$ cat config.mk
export PLATFORM = sky130hd
export DESIGN_NAME = regfile_access_ctrl
export DESIGN_NICKNAME = d
export VERILOG_FILES = /design/src/rtl/regfile_access_ctrl.sv
export SDC_FILE = /design/constraint.sdc
export NUM_CORES = 1
export LEC_CHECK = 0
export BUFFER_PORTS_ARGS = -buffer_cell sky130_fd_sc_hd__buf_2
export CAP_MARGIN = 20
export CORE_AREA = 2 2 154 156
export DETAILED_ROUTE_END_ITERATION = 10
export DIE_AREA = 0 0 156 158
export HOLD_SLACK_MARGIN = 0.02
export SYNTH_ARGS = -nofsm -noshare
export SYNTH_HDL_FRONTEND = slang
export SYNTH_SLANG_ARGS = --single-unit
$ cat constraint.sdc
create_clock -name clk_i -period 4.7 [get_ports clk_i]
set_input_delay 0.705 -clock clk_i [delete_from_list [all_inputs] [get_ports clk_i]]
set_output_delay 0.705 -clock clk_i [all_outputs]
set_load 0.005 [all_outputs]
$ cat src/rtl/regfile_access_ctrl.sv
// regfile_access_ctrl: request-edge register file initiator with operand read FSM,
// arbitrated write-back FSM and a 32-entry busy scoreboard for RAW/WAW locking.
module regfile_access_ctrl #(
    parameter int DataWidth   = 32,
    parameter bit LsuPriority = 1'b1
) (
    input  logic                 clk_i,
    input  logic                 rst_i,
    input  logic                 iss_valid_i,
    output logic                 iss_ready_o,
    input  logic [4:0]           iss_rs1_i,
    input  logic [4:0]           iss_rs2_i,
    input  logic [4:0]           iss_rd_i,
    input  logic                 iss_rd_we_i,
    output logic                 op_valid_o,
    input  logic                 op_ready_i,
    output logic [DataWidth-1:0] op_a_o,
    output logic [DataWidth-1:0] op_b_o,
    input  logic                 alu_wb_valid_i,
    output logic                 alu_wb_ready_o,
    input  logic [4:0]           alu_wb_addr_i,
    input  logic                 lsu_wb_valid_i,
    output logic                 lsu_wb_ready_o,
    input  logic [4:0]           lsu_wb_addr_i,
    output logic                 req_ra_o,
    output logic                 req_rb_o,
    output logic [4:0]           raddr_a_o,
    output logic [4:0]           raddr_b_o,
    input  logic [DataWidth-1:0] rdata_a_i,
    input  logic [DataWidth-1:0] rdata_b_i,
    output logic                 req_w_o,
    output logic [4:0]           waddr_o,
    output logic                 soursel_o,
    output logic [31:0]          busy_o
);
    typedef enum logic [2:0] {RD_IDLE, RD_SETUP, RD_STROBE, RD_CAPTURE, RD_HOLD} rd_state_e;
    typedef enum logic [1:0] {WR_IDLE, WR_SETUP, WR_STROBE} wr_state_e;

    rd_state_e            rd_state_q, rd_state_d;
    wr_state_e            wr_state_q, wr_state_d;
    logic [31:0]          busy_q, busy_d;
    logic [4:0]           raddr_a_q, raddr_a_d, raddr_b_q, raddr_b_d;
    logic                 req_r_q, req_r_d;
    logic                 op_valid_q, op_valid_d;
    logic [DataWidth-1:0] op_a_q, op_a_d, op_b_q, op_b_d;
    logic [4:0]           waddr_q, waddr_d;
    logic                 soursel_q, soursel_d;
    logic                 req_w_q, req_w_d;
    logic                 alu_rdy_q, alu_rdy_d, lsu_rdy_q, lsu_rdy_d;
    logic                 live_q;
    logic                 hazard, iss_fire, lsu_first, wb_any;

    // Hazards are judged against the registered scoreboard, so a same-cycle clear is seen next cycle
    assign hazard = (busy_q[iss_rs1_i] && iss_rs1_i != 5'd0)
                 || (busy_q[iss_rs2_i] && iss_rs2_i != 5'd0)
                 || (iss_rd_we_i && busy_q[iss_rd_i] && iss_rd_i != 5'd0);
    assign iss_ready_o = live_q && rd_state_q == RD_IDLE && !hazard;
    assign iss_fire    = iss_valid_i && iss_ready_o;
    assign lsu_first   = lsu_wb_valid_i && (LsuPriority || !alu_wb_valid_i);
    // A source still sees its ready pulse this cycle; skip arbitration so it is not granted twice
    assign wb_any      = (alu_wb_valid_i || lsu_wb_valid_i) && !alu_rdy_q && !lsu_rdy_q;

    always_comb begin
        rd_state_d = rd_state_q;
        raddr_a_d  = raddr_a_q;
        raddr_b_d  = raddr_b_q;
        req_r_d    = 1'b0;
        op_valid_d = op_valid_q;
        op_a_d     = op_a_q;
        op_b_d     = op_b_q;
        case (rd_state_q)
            RD_IDLE: if (iss_fire) begin
                raddr_a_d  = iss_rs1_i;
                raddr_b_d  = iss_rs2_i;
                rd_state_d = RD_SETUP;
            end
            RD_SETUP: begin
                req_r_d    = 1'b1;
                rd_state_d = RD_STROBE;
            end
            RD_STROBE: begin
                op_a_d     = raddr_a_q == 5'd0 ? '0 : rdata_a_i;
                op_b_d     = raddr_b_q == 5'd0 ? '0 : rdata_b_i;
                op_valid_d = 1'b1;
                rd_state_d = RD_CAPTURE;
            end
            RD_CAPTURE, RD_HOLD: begin
                op_valid_d = !op_ready_i;
                rd_state_d = op_ready_i ? RD_IDLE : RD_HOLD;
            end
            default: rd_state_d = RD_IDLE;
        endcase
    end

    always_comb begin
        wr_state_d = wr_state_q;
        waddr_d    = waddr_q;
        soursel_d  = soursel_q;
        req_w_d    = 1'b0;
        alu_rdy_d  = 1'b0;
        lsu_rdy_d  = 1'b0;
        case (wr_state_q)
            WR_IDLE: if (wb_any) begin
                alu_rdy_d  = !lsu_first;
                lsu_rdy_d  = lsu_first;
                waddr_d    = lsu_first ? lsu_wb_addr_i : alu_wb_addr_i;
                soursel_d  = !lsu_first;
                wr_state_d = waddr_d == 5'd0 ? WR_IDLE : WR_SETUP;
            end
            WR_SETUP: begin
                req_w_d    = 1'b1;
                wr_state_d = WR_STROBE;
            end
            default: wr_state_d = WR_IDLE;
        endcase
    end

    always_comb begin
        busy_d = busy_q;
        if (wr_state_q == WR_STROBE) busy_d[waddr_q] = 1'b0;
        if (iss_fire && iss_rd_we_i && iss_rd_i != 5'd0) busy_d[iss_rd_i] = 1'b1;
    end

    always_ff @(posedge clk_i or posedge rst_i) begin
        if (rst_i) begin
            rd_state_q <= RD_IDLE;
            wr_state_q <= WR_IDLE;
            busy_q     <= '0;
            raddr_a_q  <= '0;
            raddr_b_q  <= '0;
            req_r_q    <= 1'b0;
            op_valid_q <= 1'b0;
            op_a_q     <= '0;
            op_b_q     <= '0;
            waddr_q    <= '0;
            soursel_q  <= 1'b0;
            req_w_q    <= 1'b0;
            alu_rdy_q  <= 1'b0;
            lsu_rdy_q  <= 1'b0;
            live_q     <= 1'b0;
        end else begin
            rd_state_q <= rd_state_d;
            wr_state_q <= wr_state_d;
            busy_q     <= busy_d;
            raddr_a_q  <= raddr_a_d;
            raddr_b_q  <= raddr_b_d;
            req_r_q    <= req_r_d;
            op_valid_q <= op_valid_d;
            op_a_q     <= op_a_d;
            op_b_q     <= op_b_d;
            waddr_q    <= waddr_d;
            soursel_q  <= soursel_d;
            req_w_q    <= req_w_d;
            alu_rdy_q  <= alu_rdy_d;
            lsu_rdy_q  <= lsu_rdy_d;
            live_q     <= 1'b1;
        end
    end

    assign op_valid_o     = op_valid_q;
    assign op_a_o         = op_a_q;
    assign op_b_o         = op_b_q;
    assign req_ra_o       = req_r_q;
    assign req_rb_o       = req_r_q;
    assign raddr_a_o      = raddr_a_q;
    assign raddr_b_o      = raddr_b_q;
    assign req_w_o        = req_w_q;
    assign waddr_o        = waddr_q;
    assign soursel_o      = soursel_q;
    assign alu_wb_ready_o = alu_rdy_q;
    assign lsu_wb_ready_o = lsu_rdy_q;
    assign busy_o         = busy_q;
endmodule

==> flow_summary.ini <==
[cts]
postCtsSetupRepairBufs = 0
clock_latency_ns = 0.42
ctsHtreeMaxLevel = 4
clock_path_buffers = 2
cts_tree = yes
cts_made_buffers = 17
cts_root_buf = clkbuf_16
hold_buffers = 0
cts_resized = 0
clkTransAtPathRegs_ns = 0.06
clock-sinks = 123

[synth]
syn_nets = 551
seq_area_frac_synth_pct = 54.7
synth.top_cells.by_area = dfrtp_1 55%, a22o_1 10%, mux4_2 5.6%, mux2i_1 4.3%, o31ai_1 4.1%
synth_top_cell_area_share_pct = 54.7
ys.warnings.count = 0
ys_seq_elements = 123
synth.distinct_cells = 50
synth_edf_count = 0
synth_cells = 455
synth_area_leader_cell = dfrtp_1
async_flop_share_pct = 100
avgSynthCellArea_um2 = 12.4
ys.flop_type = dfrtp_1
syn_area_um2 = 5630

[sta]
setup_viol = 0
finalSetupTns_ns = 0
fmax_mhz = 286
rsz0062_at_grt = false
drv_slew = 0
worst_pin_slew_ns = 0.751
finClkSkew_ns = 0.0146
post-route-min-period_ns = 3.50
hold_viol_final = 0
min_period_over_period_pct = 74.4
max-slew-margin-rel_pct = 50.0

[final_layout]
areaGrowthSynthToFinish_pct = 34.3
fillCellCount = 2347
nets = 753
layout.cells.non_filler = 960
diodes = 0
drive_above_1_share_pct = 43.0

[critical_path]
crit_path_end_kind = primary output
crit_fanout = 21
timing.rr.end = raddr_a_o[0]$_DFFE_PP0P_
r2r-start = busy_o[24]$_DFF_PP0_
cp-endpoint = iss_ready_o
worstSetupStartpointType = primary input
crit_start = iss_rd_i[0]
reg2reg_slack_ns = 2.17
reg2regPathDepth = 7
required_ns = 3.99
arrival_ns = 2.79
critPathKind = primary input to primary output

[drt]
num_vias = 4812
vias_per_cell = 5.01
drt_iter0_markers = 351
drc = 0
wl_per_cell_um = 19.0
drtPass1Iterations = 4
ant_nets = 0
drt_wl_total_mm = 18.2

[global_routing]
track_usage_pct = 14.6
grt_start_max_net_pins = 124
grt_pass1_vias = 4610
antenna_found_initial = 0
grt_first_pass_wirelength_mm = 27.2
grt_overflow = 0

[outcome]
status = finished, final reports clean

[power]
peakVddDrop_mv = 0.292
leakage_uw = 0.00355
power.density_nw_per_um2 = 663

[placed_design]
dpl.cell_count = 927
place_hpwl_mm = 12.7
gp_congestion = 0.863
io_buffers = 214

[floorplan]
die_area_um2 = 24600
chipWidth_um = 156
num_rows = 56
start_util_pct = 24.4
io_pins = 215
coreArea_um2 = 23100
die_h_um = 158

[run]
max_cap_viol_count = 0

[hold_path]
hp-class = primary input to asynchronous set/reset pin
[metrics by stage]
stage	setup WS (ns)	instance area (µm²)	utilization, %	power (µW)	hold WS, ns
floorplan	0.724	5630	-	2870	0.466
global placement	1.15	6970	30.2	3700	0.463
detailed placement	1.15	6970	30.2	3710	0.466
CTS	1.14	7560	32.8	5070	0.454
global route	1.01	7560	32.8	5340	0.451
finish	1.20	7560	32.8	5010	0.448
[where the power goes]
part | switching [µW] | total [µW] | internal, µW
clock | 535 | 1330 | 791
sequential | 438 | 1940 | 1500
combinational | 852 | 1750 | 895
[cell families after synthesis]
group,share of synthesized area (%)
AO/OA/AOI/OAI,21.0
multiplexers,12.6
XOR/XNOR,0.156
other,0.0666
flip-flops,54.7
buffers and inverters,3.22
AND/OR/NAND/NOR,8.31
[worst max-delay path, cell delays in order]
cell and delay (ns):
buf_2 0.42, mux2i_1 0.24, o22ai_1 0.10, or4_1 0.53
o2111ai_1 0.18, nand3_1 0.11, nor4_1 0.31, buf_2 0.19
[how the worst min path moves through the flow]
stage / to / cells after the start
6_report: op_a_o[30]$_DFFE_PP0P_ / 3
4_1_cts: rd_state_q[2]$_DFFE_PP0P_ / 2
3_5_place_dp: soursel_o$_DFFE_PP0P_ / 1
2_1_floorplan: req_w_o$_DFF_PP0_ / 1
3_3_place_gp: soursel_o$_DFFE_PP0P_ / 1
5_1_grt: rd_state_q[2]$_DFFE_PP0P_ / 2
[layer usage]
metal | routed length (µm) | global-route usage (%) | vias up
li1 | - | - | 2168
met1 | 7960 | 19.2 | 2356
met2 | 8310 | 22.6 | 257
met3 | 1580 | 4.41 | 31
met4 | 368 | 5.81 | 0
met5 | 0 | 0 | -
[cell usage in the layout (no fill, tap or decap), types with 4 or more instances in the layout]
cell type and count:
a22o_1 64, o22ai_1 6, clkbuf_16 17, buf_2 215
o31ai_1 31, buf_4 5, nand3_1 6, nand2_1 13
mux2_4 8, nand3b_1 9, dfrtp_1 123, mux4_2 14
nor3b_1 5, inv_6 4, nor3_1 5, nor2b_1 4
clkinv_4 4, o21ai_0 39, mux2i_1 24, nor2_1 12
[layout make-up]
| type | count | area, µm² | area share, % |
|---|---|---|---|
| clock buffers | 17 | 425 | 5.63 |
| clock inverters | 15 | 164 | 2.17 |
| inverters | 4 | 17.5 | 0.232 |
| multi-input cells | 290 | 2380 | 31.5 |
| flip-flops and latches | 123 | 3080 | 40.7 |
| well taps | 290 | 363 | 4.80 |
| repair buffers | 221 | 1130 | 15.0 |
[Yosys cell counts, drive strengths merged, types with 2 or more instances]
cell     count
a21oi        5
a22o        64
a22oi        3
and3         2
and3b        3
buf         13
clkbuf      25
dfrtp      123
inv          4
mux2        11
mux2i       24
mux4        14
nand2       14
nand2b       2
nand3        6
nand3b       9
nor2        12
nor2b        4
nor3         5
nor3b        5
nor4         2
o2111ai      2
o211ai       2
o21ai       39
o22ai        6
o31ai       31
or3          3
or3b         4
or4          2
[registers in the layout, indices dropped and copies added (netlist names), 2 cells and up]
signal,flops
rd_state_q,3
waddr_o,5
op_a_o,32
raddr_b_o,5
op_b_o,32
busy_o,32
wr_state_q,2
raddr_a_o,5
No activity file was read; power rests on OpenSTA's default activity.
